## config.mk

```make
export PLATFORM = sky130hd
export DESIGN_NAME = lanectrl_pause_sync_mc_flat
export DESIGN_NICKNAME = d
export VERILOG_FILES = /design/src/rtl/lanectrl_pause_sync_mc_if.sv /design/src/rtl/lanectrl_pause_sync_mc.sv /design/src/flat_wrapper.sv
export SDC_FILE = /design/constraint.sdc
export NUM_CORES = 1
export LEC_CHECK = 0
export BUFFER_PORTS_ARGS = -buffer_cell sky130_fd_sc_hd__buf_2
export CORE_MARGIN = 1.5
export CORE_UTILIZATION = 44
export DETAILED_ROUTE_END_ITERATION = 8
export SLEW_MARGIN = 20
export SYNTH_ARGS = -nofsm -noshare
export SYNTH_HDL_FRONTEND = slang
export SYNTH_SLANG_ARGS = --single-unit
```

## constraint.sdc

```tcl
create_clock -name CLK -period 1.75 [get_ports CLK]
set_input_delay 0.175 -clock CLK [delete_from_list [all_inputs] [get_ports CLK]]
set_output_delay 0.175 -clock CLK [all_outputs]
set_load 0.03 [all_outputs]
```

## src/rtl/lanectrl_pause_sync_mc_if.sv

```systemverilog
// Pause-request bundle between DDR training/PHY control (master) and the
// lane pause synchroniser (slave). Clock and reset stay outside the bundle.
interface lanectrl_pause_sync_mc_if #(
   parameter int NUM_LANES = 4
) ();
   logic [NUM_LANES-1:0] HS_IO_CLK_PAUSE;
   logic [NUM_LANES-1:0] LANE_EN;
   logic                 CLR_STATUS;
   logic [NUM_LANES-1:0] HS_IO_CLK_PAUSE_SYNC;
   logic [NUM_LANES-1:0] PAUSE_BUSY;
   logic [NUM_LANES-1:0] PAUSE_DONE;
   logic [NUM_LANES-1:0] PAUSE_OVERRUN;

   modport master (
      output HS_IO_CLK_PAUSE,
      output LANE_EN,
      output CLR_STATUS,
      input  HS_IO_CLK_PAUSE_SYNC,
      input  PAUSE_BUSY,
      input  PAUSE_DONE,
      input  PAUSE_OVERRUN
   );

   modport slave (
      input  HS_IO_CLK_PAUSE,
      input  LANE_EN,
      input  CLR_STATUS,
      output HS_IO_CLK_PAUSE_SYNC,
      output PAUSE_BUSY,
      output PAUSE_DONE,
      output PAUSE_OVERRUN
   );
endinterface

```

## src/rtl/lanectrl_pause_sync_mc.sv

```systemverilog
// Multi-lane HS_IO clock-pause synchroniser. Each lane synchronises an
// asynchronous pause request, then a small FSM stretches it to a minimum
// width, follows the request while it stays high, and inserts a guard gap
// before the next pause may start. Busy/done/overrun status per lane.
module lanectrl_pause_sync_mc #(
   parameter int NUM_LANES        = 4,
   parameter int SYNC_STAGES      = 2,
   parameter int MIN_PAUSE_CYCLES = 2,
   parameter int GUARD_CYCLES     = 1,
   parameter int FALL_EDGE_OUT    = 0
) (
   input logic                    CLK,
   input logic                    RESET,
   lanectrl_pause_sync_mc_if.slave bus
);

   localparam int CNT_MAX  = (MIN_PAUSE_CYCLES > GUARD_CYCLES) ? MIN_PAUSE_CYCLES : GUARD_CYCLES;
   localparam int CNT_BITS = $clog2(CNT_MAX + 1);
   localparam int CNT_W    = (CNT_BITS > 4) ? CNT_BITS : 4;
   localparam logic [CNT_W-1:0] MIN_LOAD   = CNT_W'(MIN_PAUSE_CYCLES - 1);
   localparam logic [CNT_W-1:0] GUARD_LOAD = CNT_W'((GUARD_CYCLES > 0) ? (GUARD_CYCLES - 1) : 0);

   // Out-of-range parameters instantiate a module that does not exist, so
   // elaboration stops with a clear pointer to the offending instance.
   if (NUM_LANES < 1 || NUM_LANES > 16 ||
       SYNC_STAGES < 2 || SYNC_STAGES > 4 ||
       MIN_PAUSE_CYCLES < 1 ||
       GUARD_CYCLES < 0 || GUARD_CYCLES > 15 ||
       (FALL_EDGE_OUT != 0 && FALL_EDGE_OUT != 1)) begin : g_bad_params
      lanectrl_pause_sync_mc_illegal_parameter u_trap ();
   end

   typedef enum logic [1:0] {
      ST_IDLE   = 2'd0,
      ST_ASSERT = 2'd1,
      ST_HOLD   = 2'd2,
      ST_GUARD  = 2'd3
   } state_t;

   logic [NUM_LANES-1:0] pause_sync_v;
   logic [NUM_LANES-1:0] busy_v;
   logic [NUM_LANES-1:0] done_v;
   logic [NUM_LANES-1:0] overrun_v;

   for (genvar l = 0; l < NUM_LANES; l++) begin : g_lane
      logic [SYNC_STAGES-1:0] sync_pipe;
      logic                   s;
      logic                   s_d;
      logic                   s_rise;
      state_t                 state;
      logic [CNT_W-1:0]       cnt;
      logic                   pause_q;
      logic                   busy_q;
      logic                   done_q;
      logic                   overrun_q;
      logic                   leave_pause;

      assign s      = sync_pipe[SYNC_STAGES-1];
      assign s_rise = s & ~s_d;

      // The pause ends once the minimum width has elapsed and the request has dropped.
      assign leave_pause = ((state == ST_ASSERT) && (cnt == '0) && !s) ||
                           ((state == ST_HOLD) && !s);

      // Synchroniser chain plus previous-value flop for edge detection.
      always_ff @(posedge CLK or posedge RESET) begin
         if (RESET) begin
            sync_pipe <= '0;
            s_d       <= 1'b0;
         end else begin
            sync_pipe <= {sync_pipe[SYNC_STAGES-2:0], bus.HS_IO_CLK_PAUSE[l]};
            s_d       <= s;
         end
      end

      // Pause FSM with registered pause/busy/done outputs.
      always_ff @(posedge CLK or posedge RESET) begin
         if (RESET) begin
            state   <= ST_IDLE;
            cnt     <= '0;
            pause_q <= 1'b0;
            busy_q  <= 1'b0;
            done_q  <= 1'b0;
         end else begin
            done_q <= 1'b0;
            unique case (state)
               ST_IDLE: begin
                  if (s && bus.LANE_EN[l]) begin
                     state   <= ST_ASSERT;
                     cnt     <= MIN_LOAD;
                     pause_q <= 1'b1;
                     busy_q  <= 1'b1;
                  end
               end
               ST_ASSERT: begin
                  if (cnt != '0) begin
                     cnt <= cnt - 1'b1;
                  end else if (s) begin
                     state <= ST_HOLD;
                  end
               end
               ST_HOLD: begin
                  state <= ST_HOLD;
               end
               ST_GUARD: begin
                  if (cnt == '0) begin
                     state  <= ST_IDLE;
                     busy_q <= 1'b0;
                  end else begin
                     cnt <= cnt - 1'b1;
                  end
               end
               default: begin
                  state   <= ST_IDLE;
                  pause_q <= 1'b0;
                  busy_q  <= 1'b0;
               end
            endcase
            // Exit from ASSERT/HOLD overrides the per-state updates above.
            if (leave_pause) begin
               pause_q <= 1'b0;
               done_q  <= 1'b1;
               if (GUARD_CYCLES > 0) begin
                  state <= ST_GUARD;
                  cnt   <= GUARD_LOAD;
               end else begin
                  state  <= ST_IDLE;
                  busy_q <= 1'b0;
               end
            end
         end
      end

      // Sticky overrun: a new request edge during GUARD; a set beats a clear.
      always_ff @(posedge CLK or posedge RESET) begin
         if (RESET) begin
            overrun_q <= 1'b0;
         end else if ((state == ST_GUARD) && s_rise) begin
            overrun_q <= 1'b1;
         end else if (bus.CLR_STATUS) begin
            overrun_q <= 1'b0;
         end
      end

      if (FALL_EDGE_OUT != 0) begin : g_fall
         logic pause_n;

         // Retime the pause output on the falling edge for half a cycle of extra margin.
         always_ff @(negedge CLK or posedge RESET) begin
            if (RESET) begin
               pause_n <= 1'b0;
            end else begin
               pause_n <= pause_q;
            end
         end

         assign pause_sync_v[l] = pause_n;
      end else begin : g_rise
         assign pause_sync_v[l] = pause_q;
      end

      assign busy_v[l]    = busy_q;
      assign done_v[l]    = done_q;
      assign overrun_v[l] = overrun_q;
   end

   assign bus.HS_IO_CLK_PAUSE_SYNC = pause_sync_v;
   assign bus.PAUSE_BUSY           = busy_v;
   assign bus.PAUSE_DONE           = done_v;
   assign bus.PAUSE_OVERRUN        = overrun_v;

endmodule
```

## src/flat_wrapper.sv

```systemverilog
// flat-port wrapper written by rule: the top's interface ports become plain ports
module lanectrl_pause_sync_mc_flat 
#(
   parameter int NUM_LANES        = 4,
   parameter int SYNC_STAGES      = 2,
   parameter int MIN_PAUSE_CYCLES = 2,
   parameter int GUARD_CYCLES     = 1,
   parameter int FALL_EDGE_OUT    = 0
)
  (CLK, RESET, bus_HS_IO_CLK_PAUSE, bus_LANE_EN, bus_CLR_STATUS, bus_HS_IO_CLK_PAUSE_SYNC, bus_PAUSE_BUSY, bus_PAUSE_DONE, bus_PAUSE_OVERRUN);
  lanectrl_pause_sync_mc_if #(.NUM_LANES(NUM_LANES)) bus_i ();
  input logic CLK;
  input logic RESET;
  input wire logic [$bits(bus_i.HS_IO_CLK_PAUSE)-1:0] bus_HS_IO_CLK_PAUSE;
  input wire logic [$bits(bus_i.LANE_EN)-1:0] bus_LANE_EN;
  input wire logic [$bits(bus_i.CLR_STATUS)-1:0] bus_CLR_STATUS;
  output wire logic [$bits(bus_i.HS_IO_CLK_PAUSE_SYNC)-1:0] bus_HS_IO_CLK_PAUSE_SYNC;
  output wire logic [$bits(bus_i.PAUSE_BUSY)-1:0] bus_PAUSE_BUSY;
  output wire logic [$bits(bus_i.PAUSE_DONE)-1:0] bus_PAUSE_DONE;
  output wire logic [$bits(bus_i.PAUSE_OVERRUN)-1:0] bus_PAUSE_OVERRUN;
  assign bus_i.HS_IO_CLK_PAUSE = bus_HS_IO_CLK_PAUSE;
  assign bus_i.LANE_EN = bus_LANE_EN;
  assign bus_i.CLR_STATUS = bus_CLR_STATUS;
  assign bus_HS_IO_CLK_PAUSE_SYNC = bus_i.HS_IO_CLK_PAUSE_SYNC;
  assign bus_PAUSE_BUSY = bus_i.PAUSE_BUSY;
  assign bus_PAUSE_DONE = bus_i.PAUSE_DONE;
  assign bus_PAUSE_OVERRUN = bus_i.PAUSE_OVERRUN;
  lanectrl_pause_sync_mc #(.NUM_LANES(NUM_LANES), .SYNC_STAGES(SYNC_STAGES), .MIN_PAUSE_CYCLES(MIN_PAUSE_CYCLES), .GUARD_CYCLES(GUARD_CYCLES), .FALL_EDGE_OUT(FALL_EDGE_OUT)) u_core (.CLK(CLK), .RESET(RESET), .bus(bus_i));
endmodule
```

After elaboration in Yosys (flattened, before gate mapping):

Cells that the tools add are included.

* $mul: 0
* add/subtract/negate cells: 4
* shift-type cells: 0
* $lt $le $gt $ge: 0
* reductions and logical operators: 76
* muxes and demuxes: 73
* bitwise gates (word level): 8
* eq/ne operators: 44
* div/mod/pow operators: 0

Operators by type and width (count)
* $mux W4: 16
* $pmux W4 S3: 4
* $mux W2: 20
* $ne A3 B1 Y1 const B: 12
* $ne A3 B2 Y1 const B: 12
* $pmux W2 S4: 4
* $reduce_and A4 Y1: 8
* $reduce_bool A2 Y1: 16
* $reduce_bool A4 Y1: 8
* $mux W1: 25
* $logic_and A1 B1 Y1: 20
* $eq A2 B2 Y1 const B: 8
* $logic_not A4 Y1: 4
* $ne A2 B1 Y1 const B: 8
* $sub A4 B1 Y4 const B: 4
* $reduce_and A3 Y1: 4
* $eq A2 B1 Y1 const B: 4
* $logic_not A2 Y1: 4
* $pmux W1 S2: 4
* $reduce_and A2 Y1: 4
* $and A1 B1 Y1: 4
* $logic_not A1 Y1: 4
* $logic_or A1 B1 Y1: 4
* $not A1 Y1: 4

* memories: 0
* bits in read-only memories: 0
* latch bits: 0
* memory bits (writable): 0
* output and inout port bits: 16
* bits of input ports: 11
* bits in registers: 52

Logic depth before layout (Yosys ltp):

Gate-level depths: netlist of the first run.

* depth in word-level cells: 6
* mapped depth: 7

Worst setup path before layout of the first run:

Ideal clock, no wire load.

* path type: reg-to-reg
* start: reg u_core.g_lane[0].state[0]
* end: reg u_core.g_lane[0].cnt[3]
* data arrival time: 1750 ps
* required time: 1672 ps
* cell stages (with the launch flop): 7
* period minus slack after synthesis: 1827 ps
* setup time: 78 ps
* setup slack: -77 ps
* path through: dfrtp_1 inv_1 ha_1 nor2b_1 or2_1 or4_1 a21oi_1

* cells in the longest elaborated chain, start to end: 6

RTL lines
* start, declared: line lanectrl_pause_sync_mc.sv:50 `state_t state;`
* start signal, assigned: line lanectrl_pause_sync_mc.sv:79 `state <= ST_IDLE;`
* start signal, assigned: line lanectrl_pause_sync_mc.sv:89 `state <= ST_ASSERT;`
* start signal, assigned: line lanectrl_pause_sync_mc.sv:99 `state <= ST_HOLD;`
* $eq A2 B1 Y1: line lanectrl_pause_sync_mc.sv:62, lanectrl_pause_sync_mc.sv:86
* $logic_and A1 B1 Y1 (2 in a row): line lanectrl_pause_sync_mc.sv:62 `assign leave_pause = ((state == ST_ASSERT) && (cnt == '0) && !s) ||`
* $logic_or A1 B1 Y1: line lanectrl_pause_sync_mc.sv:62
* $ne A3 B2 Y1 (no line) (tied with other cells)
* $reduce_and A4 Y1 (no line)
* end signal, assigned: line lanectrl_pause_sync_mc.sv:97 `cnt <= cnt - 1'b1;`
* end signal, assigned: line lanectrl_pause_sync_mc.sv:110 `cnt <= cnt - 1'b1;`
* end, declared: line lanectrl_pause_sync_mc.sv:51 `logic [CNT_W-1:0] cnt;`

Several ways; a longest one is shown, not always the timed one.
A chain may end at the register's enable or synchronous reset.

Final worst setup path of the first run:

Same ends and word-level chain as after synthesis.

==> results of run 1 <==
## flip-flops by register name, indices dropped and copies added, names as in the netlist
register,cells
u_core.g_lane.cnt,16
u_core.g_lane.state,8
u_core.g_lane.s_d,4
u_core.g_lane.overrun_q,4
u_core.g_lane.done_q,4
u_core.g_lane.sync_pipe,8
u_core.g_lane.busy_q,4
u_core.g_lane.pause_q,4
## cells by family after synthesis
group	after synthesis	synth area share
and+or+nand+nor	82	0.162
DFF	52	0.470
AOI/OAI and AO/OA	60	0.154
muxes	5	0.0185
adders and majority gates	24	0.108
buffers and inverters	48	0.0872
## synthesized netlist by cell type (2+ instances only)
cell type  number
dfrtp_1        52
inv_1          31
nor2_1         25
ha_1           24
buf_4          16
o21ai_0        13
nand2_1        12
a21oi_1         9
nand2b_1        7
nand3b_1        6
a31oi_1         5
nor3_1          5
mux2i_1         4
nor4_1          4
o22a_1          4
o22ai_1         4
a21boi_0        3
nand3_1         3
nor2b_1         3
nor3b_1         3
o21bai_1        3
o31ai_1         3
a211oi_1        2
a21o_1          2
and3_1          2
nor4bb_1        2
or2_2           2
or3b_1          2
or4_1           2
## metal layers
metal | part of all wire | wire [µm] | up-vias | global-route usage
met5 | 0 | 0 | - | 0
met4 | 0.012 | 65 | 0 | 0.0593
met3 | 0.025 | 141 | 7 | 0.0396
met2 | 0.50 | 2750 | 31 | 0.297
met1 | 0.47 | 2590 | 995 | 0.210
li1 | - | - | 1048 | -
## area by class of cell
type                       instances  area (µm²)
multi-input combinational        171        1350
clock buffer                       6        82.6
sequential                        52        1300
tap                               75        93.8
fill                             526        2520
inverter                          31         116
timing repair buffer              75         518
clock inverter                     2        10.0
## what timing repair did
action / CTS / global route
pin swaps: 4 / 13
gates resized for setup: 12 / 25
hold endpoints to repair: 56 / 0
hold buffers: 5 / 0
setup endpoints to repair: 10 / 19
buffers inserted: 3 / 7
## placed cells by master (no fill, tap or decap), types with 2 or more instances in the layout
| cell type | n |
|---|---|
| nor4bb_1 | 2 |
| or3b_4 | 3 |
| clkbuf_8 | 6 |
| a21oi_1 | 7 |
| inv_1 | 23 |
| clkinv_2 | 2 |
| dlygate4sd3_1 | 5 |
| nand2b_1 | 7 |
| nand2_1 | 11 |
| nor3_1 | 5 |
| a31oi_1 | 4 |
| o21ai_0 | 11 |
| a21boi_1 | 3 |
| buf_6 | 2 |
| nor2b_1 | 2 |
| mux2i_1 | 4 |
| a211oi_1 | 2 |
| buf_2 | 26 |
| o31ai_1 | 3 |
| o21ai_1 | 2 |
| o21bai_1 | 3 |
| nand3_1 | 3 |
| buf_4 | 42 |
| nor2_1 | 24 |
| ha_1 | 19 |
| a21boi_2 | 2 |
| a21oi_2 | 2 |
| o22ai_1 | 4 |
| nand3b_1 | 6 |
| ha_4 | 4 |
| nor4_1 | 3 |
| dfrtp_1 | 51 |
| nor3b_1 | 3 |
| or2_4 | 3 |
| o22a_1 | 4 |
| or4_4 | 2 |
| inv_2 | 8 |
| a21o_1 | 2 |
## worst max-delay path: stages, from the launching register on
cell and delay, ps:
dfrtp_1 360, inv_1 60, ha_1 300, nor2b_1 140
or2_4 270, or4_4 420, a21oi_2 150
## final timing paths
| check | from | endpoint | depth (start not counted) |
|---|---|---|---|
| setup / recovery | u_core.g_lane[0].state[0]$_DFFE_PP0P_ | u_core.g_lane[0].cnt[3]$_DFFE_PP0P_ | 6 |
| hold / removal | bus_CLR_STATUS | u_core.g_lane[1].overrun_q$_DFFE_PP0P_ | 2 |
| setup reg to reg | u_core.g_lane[0].state[0]$_DFFE_PP0P_ | u_core.g_lane[0].cnt[3]$_DFFE_PP0P_ | 6 |
| hold reg to reg | u_core.g_lane[1].sync_pipe[0]$_DFF_PP0_ | u_core.g_lane[1].sync_pipe[1]$_DFF_PP0_ | 0 |
| max in group asynchronous | RESET | u_core.g_lane[1].state[0]$_DFFE_PP0P_ | 4 |
| min in group asynchronous | RESET | u_core.g_lane[0].sync_pipe[1]$_DFF_PP0_ | 4 |
## through the flow
step                      setup slack (ps)  instances  setup TNS, ps  cell area (µm²)
after global placement               -39.0        389           -101             3140
after global routing                 -88.8        412           -541             3470
after CTS                            0.238        405              0             3330
final                                -13.3        412          -13.3             3470
after floorplan                       4.08        271              0             2780
after detailed placement              -188        389           -518             3140
## power by group
part / internal [W] / total, W / switching (W)
Sequential: 0.00159 / 0.00185 / 0.000257
Clock: 0.000317 / 0.000708 / 0.000392
Combinational: 0.00215 / 0.00436 / 0.00221
==> results by group, run 1 <==
Status
  – Status: finished, violations left
  – Failing checks: setup timing

Floorplan
  – Die area: 6780 µm²
  – Initial core utilization: 0.462
  – Die width: 82.3 µm
  – Rows: 28
  – Core area: 5990 µm²
  – Die height: 82.3 µm
  – I/O pin count: 27

Detailed routing
  – WL final: 5.55 mm
  – Initial DRC count: 45
  – DR WL/cell: 13.5 µm
  – Router iterations before antenna repair: 4
  – DRC violations left: 0
  – DR vias/cell: 5.05
  – Post-detailed-route count of antenna-violating nets: 0
  – Via count: 2081

Clocking
  – Clk buf depth: 2
  – Latest clock arrival within the worst-skew pair: 300 ps
  – Clock Tree Root: clkbuf_8
  – CTS tree: done
  – Clock Sinks: 52
  – Clock-pin slew on the worst setup and hold paths: 90 ps
  – H-tree lvl count: 2
  – Cts bufs inserted: 5

Synthesis
  – Main flop type after synthesis: dfrtp_1
  – Fraction of registers with async set/reset: 1.00
  – #FFs+latches synth: 52
  – Post-Synthesis Cells: 271
  – Avg Cell Area, Syn: 10.2 µm²
  – Register area share after synthesis: 0.470
  – Synth warnings: 0
  – Synth Net Count: 306
  – Count of cell types in the netlist: 47
  – Post-synth EDFFs: 0
  – Largest area contributor in the netlist: dfrtp_1
  – Synth top area cells: dfrtp_1 (47%), ha_1 (11%), buf_4 (4.3%), inv_1 (4.2%), nor2_1 (3.4%)
  – Yosys top cell area share: 0.470
  – Area of the mapped netlist: 2770 µm²

Placement
  – IO Port Bufs: 26
  – RePlAce Congestion: 0.809
  – DP HPWL: 3.88 mm

Layout
  – Synthesis-to-finish area growth: 25.2%
  – Core Util, Final: 0.579
  – Layout Nets: 371
  – Share of cells above drive strength 1: 0.344
  – ANT cells: 0

Timing
  – Final Hold Viols: 0
  – RSZ-0062 raised after global routing: true
  – Skew final: 5.14 ps
  – Pins Over Slew Limit: 0
  – Slew margin rel.: 0.716
  – Final Cycle Share: 1.01
  – Final setup violation count: 1
  – Setup slack after layout: -13.3 ps
  – Final min period: 1760 ps
  – Slew at the pin closest to its max-slew limit: 426 ps
  – WHS: 149 ps
  – Fmax: 0.567 GHz

Critical path
  – Reg2reg setup slack: -10 ps
  – Critical path class: reg -> reg
  – WP data required: 1990 ps
  – Arrival time at the worst endpoint: 2000 ps
  – Worst-path fanout max: 5
  – Startpoint types: flip-flop
  – Worst setup EP type: flip-flop

Global route
  – Overall Global Routing Usage: 0.172
  – First-pass GRT wire length: 8.80 mm
  – Gr ovfl total: 0
  – Number of global-route vias before repair: 1996
  – Largest net degree at the start of global routing: 34
  – Initial antenna violation count: 0

Pwr
  – P_leak: 1.71 nW
  – Peak VDD IR: 0.850 mV
  – Overall Power: 0.00692 W
  – Pwr per Cell Area: 2000 nW/µm²

Flow run
  – # Max-Cap Violations: 0

Min path
  – Hold crit path type: in -> reg
Note: power is estimated with default switching activity, not from simulation.
==> run 2, diff against run 1 <==
--- a/config.mk
+++ b/config.mk
@@ -6,9 +6,12 @@
 export NUM_CORES = 1
 export LEC_CHECK = 0
 export BUFFER_PORTS_ARGS = -buffer_cell sky130_fd_sc_hd__buf_2
+export CELL_PAD_IN_SITES_DETAIL_PLACEMENT = 0
+export CELL_PAD_IN_SITES_GLOBAL_PLACEMENT = 2
 export CORE_MARGIN = 1.5
-export CORE_UTILIZATION = 44
+export CORE_UTILIZATION = 34
 export DETAILED_ROUTE_END_ITERATION = 8
+export PLACE_DENSITY_LB_ADDON = 0.1
 export SLEW_MARGIN = 20
 export SYNTH_ARGS = -nofsm -noshare
 export SYNTH_HDL_FRONTEND = slang
==> run 2 against run 1 <==
The flow still finishes with violations (setup timing); sequential cell count unchanged; fmax decreased by 2.1%; register-to-register slack got worse by 40 ps; power increased by 6.4%; via count increased by 0.38%; clock power increased by 2.8%; clock skew decreased by 2.7 ps; cell count increased by 8.7%; sequential share of layout area decreased by 1.8 points; first-iteration DRC count decreased by 20%; core utilization decreased by 11 points; wire length increased by 2.5%.
==> results by group, run 2 (same netlist as run 1, synthesis figures left out) <==
Detailed routing
  – DR WL/cell: 12.7 µm (-5.8%)
  – DR vias/cell: 4.66 (-7.7%)
  – Initial DRC count: 36 (-20%)
  – Via count: 2089 (+0.38%)
  – WL final: 5.69 mm (+2.5%)
  – DRC violations left: 0 (unchanged)
  – Post-detailed-route count of antenna-violating nets: 0 (unchanged)
  – Router iterations before antenna repair: 6 (+2)

Layout
  – Core Util, Final: 0.466 (-0.113)
  – Largest register by flop count: u_core.g_lane.cnt
  – # fillers: 768 (+46%)
  – Most frequent cells in the layout: buf_4 (51), dfrtp_1 (51), buf_2 (26)
  – ANT cells: 0 (unchanged)
  – Post-route insts no fill: 448 (+8.7%)
  – Max reg flops: 16 (unchanged)
  – Share of cells above drive strength 1: 0.384 (+0.0402)
  – Layout Nets: 380 (+2.4%)
  – Synthesis-to-finish area growth: 31.4%
  – Fin area: 3640 µm² (+4.9%)
  – Top flop regs: u_core.g_lane.cnt x16, u_core.g_lane.state x8, u_core.g_lane.sync_pipe x8

Placement
  – IO Port Bufs: 26 (unchanged)
  – Placed cell area: 3250 µm² (+3.6%)
  – RePlAce Congestion: 0.737 (-9.0%)
  – DP HPWL: 4.01 mm (+3.2%)
  – Placed cell count: 425 (+9.3%)

Timing
  – Slew at the pin closest to its max-slew limit: 328 ps (-97.9 ps)
  – RSZ-0062 raised after global routing: true
  – Setup slack after layout: -51.4 ps (-38.1 ps)
  – Final setup violation count: 3 (+2)
  – Skew final: 2.47 ps (-2.67 ps)
  – Fmax: 0.555 GHz (-2.1%)
  – Final min period: 1800 ps (+38.1 ps)
  – Final Hold Viols: 0 (unchanged)
  – Setup TNS: -85.2 ps (-71.9 ps)
  – Pins Over Slew Limit: 0 (unchanged)
  – Slew margin rel.: 0.780 (+0.0644)
  – WHS: 146 ps (-3.23 ps)
  – Final Cycle Share: 1.03 (+0.0218)

Global route
  – Gr ovfl total: 0 (unchanged)
  – Largest net degree at the start of global routing: 53 (+56%)
  – Initial antenna violation count: 0 (unchanged)
  – Number of global-route vias before repair: 2080 (+4.2%)
  – Overall Global Routing Usage: 0.140 (-0.0316)
  – First-pass GRT wire length: 9.70 mm (+10%)

Min path
  – Hold crit path type: in -> reg

Clocking
  – CTS tree: done
  – Latest clock arrival within the worst-skew pair: 300 ps (about the same)
  – Cts bufs inserted: 5 (unchanged)
  – Clk buf depth: 2 (unchanged)
  – Clock Tree Root: clkbuf_8
  – Clock-pin slew on the worst setup and hold paths: 90 ps (about the same)
  – Clock Sinks: 52 (unchanged)
  – H-tree lvl count: 2 (unchanged)

Floorplan
  – Initial core utilization: 0.355 (-0.108)
  – Rows: 32 (+14%)
  – Die area: 8700 µm² (+28%)
  – Core area: 7810 µm² (+30%)
  – Die width: 93.3 µm (+13%)
  – Die height: 93.3 µm (+13%)
  – I/O pin count: 27 (unchanged)

Critical path
  – Worst-path fanout max: 5 (unchanged)
  – Worst setup EP type: flip-flop
  – WP data required: 1970 ps (-20 ps)
  – Critical path class: reg -> reg
  – Arrival time at the worst endpoint: 2020 ps (+20 ps)
  – Startpoint types: flip-flop

Pwr
  – Peak VDD IR: 0.746 mV (-12%)
  – P_leak: 1.76 nW (+3.0%)
  – Pwr per Cell Area: 2020 nW/µm² (+1.4%)

Status
  – Status: finished, violations left
  – Failing checks: setup timing

Flow run
  – # Max-Cap Violations: 0 (unchanged)
[run 2: cell type report]
| cell class | count | area [µm²] | area share |
|---|---|---|---|
| Sequential cell | 52 | 1300 | 0.358 |
| Timing Repair Buffer | 84 | 594 | 0.163 |
| Inverter | 31 | 116 | 0.0320 |
| Clock buffer | 8 | 90.1 | 0.0248 |
| Tap cell | 102 | 128 | 0.0351 |
| Multi-Input combinational cell | 171 | 1410 | 0.387 |
[run 2: timing repair]
item	4_1_cts	5_1_grt
pin swaps	4	18
hold buffers	5	0
gates resized for setup	4	48
setup buffers	1	9
endpoints found under the setup margin	8	22
endpoints found under the hold margin	56	0
[run 2: final timing paths]
| path | start | end | slack, ps | cells past startpoint |
|---|---|---|---|---|
| hold reg to reg | u_core.g_lane[3].sync_pipe[0]$_DFF_PP0_ | u_core.g_lane[3].sync_pipe[1]$_DFF_PP0_ | 360 | 0 |
| max in group asynchronous | RESET | u_core.g_lane[1].state[0]$_DFFE_PP0P_ | 1050 | 4 |
| hold / removal | bus_LANE_EN[3] | u_core.g_lane[3].pause_q$_DFFE_PP0P_ | 150 | 3 |
| setup reg to reg | u_core.g_lane[1].state[1]$_DFFE_PP0P_ | u_core.g_lane[1].cnt[3]$_DFFE_PP0P_ | -50 | 7 |
| setup / recovery | u_core.g_lane[1].state[1]$_DFFE_PP0P_ | u_core.g_lane[1].cnt[3]$_DFFE_PP0P_ | -50 | 7 |
| min in group asynchronous | RESET | u_core.g_lane[0].pause_q$_DFFE_PP0P_ | 450 | 4 |
[run 2: metrics by stage]
step	worst slack (ps)	power [W]
global route	-117	0.00804
CTS	1.36	0.00675
global placement	-8.87	0.00594
detailed placement	-37.6	0.00591
finish	-51.4	0.00736
floorplan	4.08	0.00462
[run 2: worst max-delay path: stages, from the launching register on]
cell and delay (ps):
dfrtp_1 430, inv_2 90, ha_4 160, or2_4 240, a221oi_4 340, buf_4 180
nor2_2 30, nor4_2 240
[run 2: layer usage]
metal | up-vias | global-route usage | part of all wire
met2 | 15 | 0.228 | 0.49
li1 | 1062 | - | -
met1 | 1007 | 0.188 | 0.48
met5 | - | 0 | 0
met4 | 0 | 0.0455 | 0.010
met3 | 5 | 0.0268 | 0.020
[run 2: power by group]
| group | internal [W] | total, W | leakage (nW) | switching, W |
|---|---|---|---|---|
| logic | 0.00247 | 0.00479 | 1.07 | 0.00231 |
| registers | 0.00159 | 0.00185 | 0.640 | 0.000255 |
| clock network | 0.000324 | 0.000728 | 0.0455 | 0.000404 |
| total | 0.00439 | 0.00736 | 1.76 | 0.00297 |
